**config.mk**
```make
export PLATFORM = sky130hd
export DESIGN_NAME = pixel_avg_requester
export DESIGN_NICKNAME = d
export VERILOG_FILES = /design/src/rtl/pixel_avg_requester.sv
export SDC_FILE = /design/constraint.sdc
export NUM_CORES = 2
export LEC_CHECK = 0
export CORE_AREA = 2 2 612 614
export CTS_CLUSTER_DIAMETER = 30
export DETAILED_ROUTE_END_ITERATION = 10
export DIE_AREA = 0 0 614 616
export SLEW_MARGIN = 20
export SYNTH_ARGS = -nofsm -noshare
export SYNTH_HDL_FRONTEND = slang
export SYNTH_SLANG_ARGS = --single-unit
```
**constraint.sdc**
```tcl
create_clock -name clk -period 5.7 [get_ports clk]
set_clock_uncertainty 0.2 [all_clocks]
set_input_delay 0.57 -clock clk [delete_from_list [all_inputs] [get_ports clk]]
set_output_delay 0.57 -clock clk [all_outputs]
set_load 0.05 [all_outputs]
```
**src/rtl/pixel_avg_requester.sv**
```systemverilog
// Raster grayscale stream reducer (2x2 average) that then runs one start/done
// request to the forward-logic block and strobes the returned digit.
module pixel_avg_requester #(
  parameter int unsigned IMG_SIDE       = 28,
  parameter int unsigned WIDTH          = 8,
  parameter int unsigned PIXELS_AVG_NR  = (IMG_SIDE / 2) * (IMG_SIDE / 2),
  parameter int unsigned TIMEOUT_CYCLES = 65535
) (
  input  logic                           clk,
  input  logic                           reset,
  input  logic                           pix_valid,
  input  logic [WIDTH-1:0]               pix_data,
  output logic                           pix_ready,
  output logic [PIXELS_AVG_NR*WIDTH-1:0] averaged_pixels,
  output logic                           nn_start,
  output logic                           nn_en,
  input  logic                           nn_done,
  input  logic [3:0]                     nn_digit,
  output logic [3:0]                     digit_out,
  output logic                           digit_valid,
  output logic                           timeout_err,
  output logic                           busy
);

  localparam int unsigned HALF  = IMG_SIDE / 2;
  localparam int unsigned CNT_W = $clog2(IMG_SIDE);
  localparam int unsigned WD_W  = $clog2(TIMEOUT_CYCLES + 1);
  localparam int unsigned IDX_W = (PIXELS_AVG_NR > 1) ? $clog2(PIXELS_AVG_NR) : 1;

  typedef enum logic [1:0] {
    S_COLLECT,
    S_START,
    S_WAIT_DONE,
    S_RESULT
  } state_t;

  state_t state, state_next;

  logic [CNT_W-1:0] col, row;
  logic [WIDTH-1:0] hold;
  logic [WIDTH:0]   linebuf [HALF];
  logic [WD_W-1:0]  wd;

  logic             accept;
  logic             col_last, row_last, last_pix;
  logic             wd_expired;
  logic [CNT_W-2:0] lb_idx;
  logic [IDX_W-1:0] avg_idx;
  logic [WIDTH+1:0] quad_sum;

  assign accept     = pix_valid && pix_ready;
  assign col_last   = (col == CNT_W'(IMG_SIDE - 1));
  assign row_last   = (row == CNT_W'(IMG_SIDE - 1));
  assign last_pix   = accept && col_last && row_last;
  assign wd_expired = (wd == WD_W'(TIMEOUT_CYCLES - 1));
  assign lb_idx     = col[CNT_W-1:1];

  always_comb begin
    avg_idx  = IDX_W'((32'(row) >> 1) * HALF + (32'(col) >> 1));
    quad_sum = (WIDTH+2)'(linebuf[lb_idx]) + (WIDTH+2)'(hold) + (WIDTH+2)'(pix_data);
  end

  always_ff @(posedge clk or negedge reset) begin
    if (!reset) state <= S_COLLECT;
    else        state <= state_next;
  end

  always_comb begin
    state_next  = state;
    pix_ready   = 1'b0;
    nn_start    = 1'b0;
    nn_en       = 1'b0;
    digit_valid = 1'b0;
    busy        = 1'b1;
    case (state)
      S_COLLECT: begin
        pix_ready = 1'b1;
        busy      = 1'b0;
        if (last_pix) state_next = S_START;
      end
      S_START: begin
        nn_start   = 1'b1;
        nn_en      = 1'b1;
        state_next = S_WAIT_DONE;
      end
      S_WAIT_DONE: begin
        nn_en = 1'b1;
        if (nn_done || wd_expired) state_next = S_RESULT;
      end
      S_RESULT: begin
        digit_valid = 1'b1;
        state_next  = S_COLLECT;
      end
      default: state_next = S_COLLECT;
    endcase
  end

  // pix_ready is only high in COLLECT, so averaged_pixels cannot change mid-request
  always_ff @(posedge clk or negedge reset) begin
    if (!reset) begin
      col             <= '0;
      row             <= '0;
      hold            <= '0;
      averaged_pixels <= '0;
      for (int unsigned i = 0; i < HALF; i++) linebuf[i] <= '0;
    end else if (accept) begin
      if (col_last) begin
        col <= '0;
        row <= row_last ? '0 : row + CNT_W'(1);
      end else begin
        col <= col + CNT_W'(1);
      end
      if (!col[0])
        hold <= pix_data;
      else if (!row[0])
        linebuf[lb_idx] <= (WIDTH+1)'(hold) + (WIDTH+1)'(pix_data);
      else
        averaged_pixels[avg_idx*WIDTH +: WIDTH] <= quad_sum[WIDTH+1:2];
    end
  end

  always_ff @(posedge clk or negedge reset) begin
    if (!reset) begin
      wd          <= '0;
      digit_out   <= '0;
      timeout_err <= 1'b0;
    end else begin
      case (state)
        S_START: wd <= '0;
        S_WAIT_DONE: begin
          if (nn_done) begin
            digit_out   <= nn_digit;
            timeout_err <= 1'b0;
          end else if (wd_expired) begin
            digit_out   <= 4'hF;
            timeout_err <= 1'b1;
          end else begin
            wd <= wd + WD_W'(1);
          end
        end
        default: ;
      endcase
    end
  end

endmodule

```
==> impl_results.md <==
* Chip width at 614 µm
* Most Frequent Cell on Critical Path: buf_4
* Number of buffers added on ports at 1593
* TNS Setup at 0 ns
* Unique masters post-synth at 71
* Fmax at 0.183 GHz
* Synth top area cells: dfrtp_1 (63%), mux2_2 (13%), nand2_1 (5.9%), o21ai_0 (4.1%), o31ai_1 (3.4%)
* Post-synth EDFFs at 0
* Count of nets after finishing at 7697
* Worst hold start: pix_data[0]
* TritonCTS Buffers at 428
* Vias/cell at 4.19
* Setup Buffers After CTS at 0
* Max FO, Critical Path at 19
* Critical path class: register to register
* Crit. End Element: register
* Core area at 371000 µm²
* Transition time of the tightest slew-check pin at 1.13 ns
* Die area at 378000 µm²
* H-tree depth at 5
* Highest-delay cell along the critical path: nand4_1
* Max rail drop VDD at 1.91 mV
* Synth async-reset ratio at 100%
* Vias in the first global route at 55767
* Primary FF master, synth: dfrtp_1
* Syn avg cell area at 12.3 µm²
* Post-route ant nets at 0
* Post-synth top area cell: dfrtp_1
* Sinks on Clock Net at 1735
* Critical path launch point type: register
* Post-synth top area share at 63.2%
* Leak at 48.2 nW
* Layout cells sized above 1 at 27.3%
* Pre-antenna DRT Iters at 9
* Clk pin slew, worst setup/hold paths at 0.04 ns
* Layout area overhead at 58.9%
* CP max stage delay at 0.56 ns
* Worst EP required at 6.29 ns
* Hold Vio Cnt, Final at 0
* CP Cell Sequence: fa_1 > ha_1 > ha_1 > xnor2_2 > nor2_4 > xor3_2 > buf_4 > nand3_1 > buf_4 > nor2_1 > buf_4 > nand4_1 > nand2_1 > o21ai_0
* Dpl cell area at 93500 µm²
* Design Area, Final at 109000 µm²
* DIE HEIGHT at 616 µm
* DRT Wirelength at 376000 µm
* Root Driver: clkbuf_16
* Largest net degree at the start of global routing at 163
* Placer Congestion at 0.882
* FF-to-FF path depth at 14
* Hold Crit Class: input port to register
* Routed len/inst at 28.9 µm
* Skew-Pair Late Insertion Delay at 0.95 ns
* Worst R2R End: averaged_pixels[135]
* Initial antenna violation count at 31
* Reg2Reg Setup Slack at 0.22 ns
* P per Cell Area at 605 nW/µm²
* Initial core utilization at 18.5%
* Worst Hold End: hold[0]
* Tmin final at 5.48 ns
* WP data arrival at 6.07 ns
* DR vias at 54473
* # IOs at 1594
* Netlist Area Pre-Place at 68700 µm²
* Max_slew headroom at 24.4%
* Synth warn at 0
* CTS tree: yes
* R2R Path Start: row[2]
* Fin. max-slew vios at 0
* Hold Path Depth at 2
* Status: complete, no violations
* Commonest non-fill, non-tap cells in the layout: dfrtp_1 (1733), clkdlybuf4s50_1 (1588), nand2_1 (1064)
* First-pass GRT wire length at 499000 µm
* Total Power at 66.0 mW
* Max Root-Sink Buffers at 4
* Site Rows at 224
* Final period util at 96.1%
* Iteration-0 DRC Markers at 3822
* Commonest non-fill, non-tap cell in the layout: dfrtp_1
* RSZ-0062 raised after global routing: no
* Drc violations at 0
* Total of max-cap violations at 0
* Syn Inst Count at 5583
* Setup violators final at 0
* Syn_nets at 5649
* Total congestion overflow at 0
* Synth Register Bits at 1735
* Detailed Place HPWL at 284000 µm
* Total GRT Usage at 19.3%
* Post-synthesis sequential area ratio at 63.2%
[critical path, delay by kind of cell, from the launching register on]
| family | cells | cell delay [ns] |
|---|---|---|
| flops | 1 | 0.48 |
| xor+xnor | 2 | 0.75 |
| simple gates | 5 | 1.57 |
| fa+ha+maj | 3 | 1.18 |
| buf+inv | 3 | 1.03 |
| compound gates | 1 | 0.10 |
[registers in the layout (all words and copies together), names as in the netlist]
register         count
timeout_err          1
digit_out            4
hold                 8
linebuf            126
state                2
wd                  16
averaged_pixels   1568
row                  5
col                  5
[routing by layer]
layer	global-route usage [%]	share of wire (%)	up-vias
met5	0	0	-
met4	10.8	6.3	0
met3	5.50	7.3	623
met2	32.0	48	2235
met1	22.3	39	27873
li1	-	-	23742
[worst max-delay path by stage]
stage | start | end | slack (ns)
floorplan | col[1] | averaged_pixels[414] | 0.17
global placement | col[2] | averaged_pixels[1565] | -0.02
detailed placement | col[2] | averaged_pixels[1565] | -0.04
CTS | col[1] | averaged_pixels[519] | 0.12
global route | row[2] | averaged_pixels[361] | 0.03
finish | row[2] | averaged_pixels[135] | 0.22
[kinds of logic after synthesis]
family	synth area share, %
mux	15.1
xor+xnor	0.494
simple gates	9.44
buf+inv	2.28
flops	63.2
compound gates	8.45
fa+ha+maj	1.06
[power breakdown]
part | internal [mW] | leakage (nW) | switching (mW)
clock | 17.8 | 7.51 | 8.16
combinational | 5.84 | 16.6 | 21.4
sequential | 12.6 | 24.1 | 0.195
[synthesized netlist by cell type (all sizes together) (6+ instances only)]
master  number
nor4b        6
nand4       16
mux2       840
xor2        15
o31ai      307
a21o         8
o21ai      569
nand2b       7
nor3        38
a21oi       30
ha          36
nor2b       14
mux4        26
and3        12
a31oi       10
clkbuf     306
nor2       184
nand2     1125
o41ai       18
inv         36
fa          14
buf         48
mux2i       28
dfrtp     1735
nand3       77
xnor2       15
and2        16
[repair_timing]
action	CTS	global route
setup endpoints to repair	5	157
endpoints found under the hold margin	85	0
hold buffers	7	0
gates resized for setup	2	8
[metrics by stage]
| step | instances | utilization (%) | hold WS (ns) | worst slack (ns) |
|---|---|---|---|---|
| floorplan | 5583 | - | 0.0744 | 0.167 |
| global placement | 12166 | 25.2 | 0.254 | -0.0221 |
| detailed placement | 12166 | 25.2 | 0.258 | -0.0442 |
| CTS | 12972 | 29.4 | 0.00887 | 0.117 |
| global route | 12973 | 29.4 | 0.0516 | 0.0315 |
| finish | 12987 | 29.4 | 0.117 | 0.221 |
[layout make-up]
cell class	instances	area [µm²]
Fill cell	37867	262000
Tap cell	4972	6220
Inverter	36	135
Sequential cell	1735	43400
Multi-Input combinational cell	3458	24200
Clock inverter	253	3610
Antenna cell	15	37.5
Clock buffer	546	11900
Timing Repair Buffer	1972	19600
No activity file was read; power rests on OpenSTA's default activity.
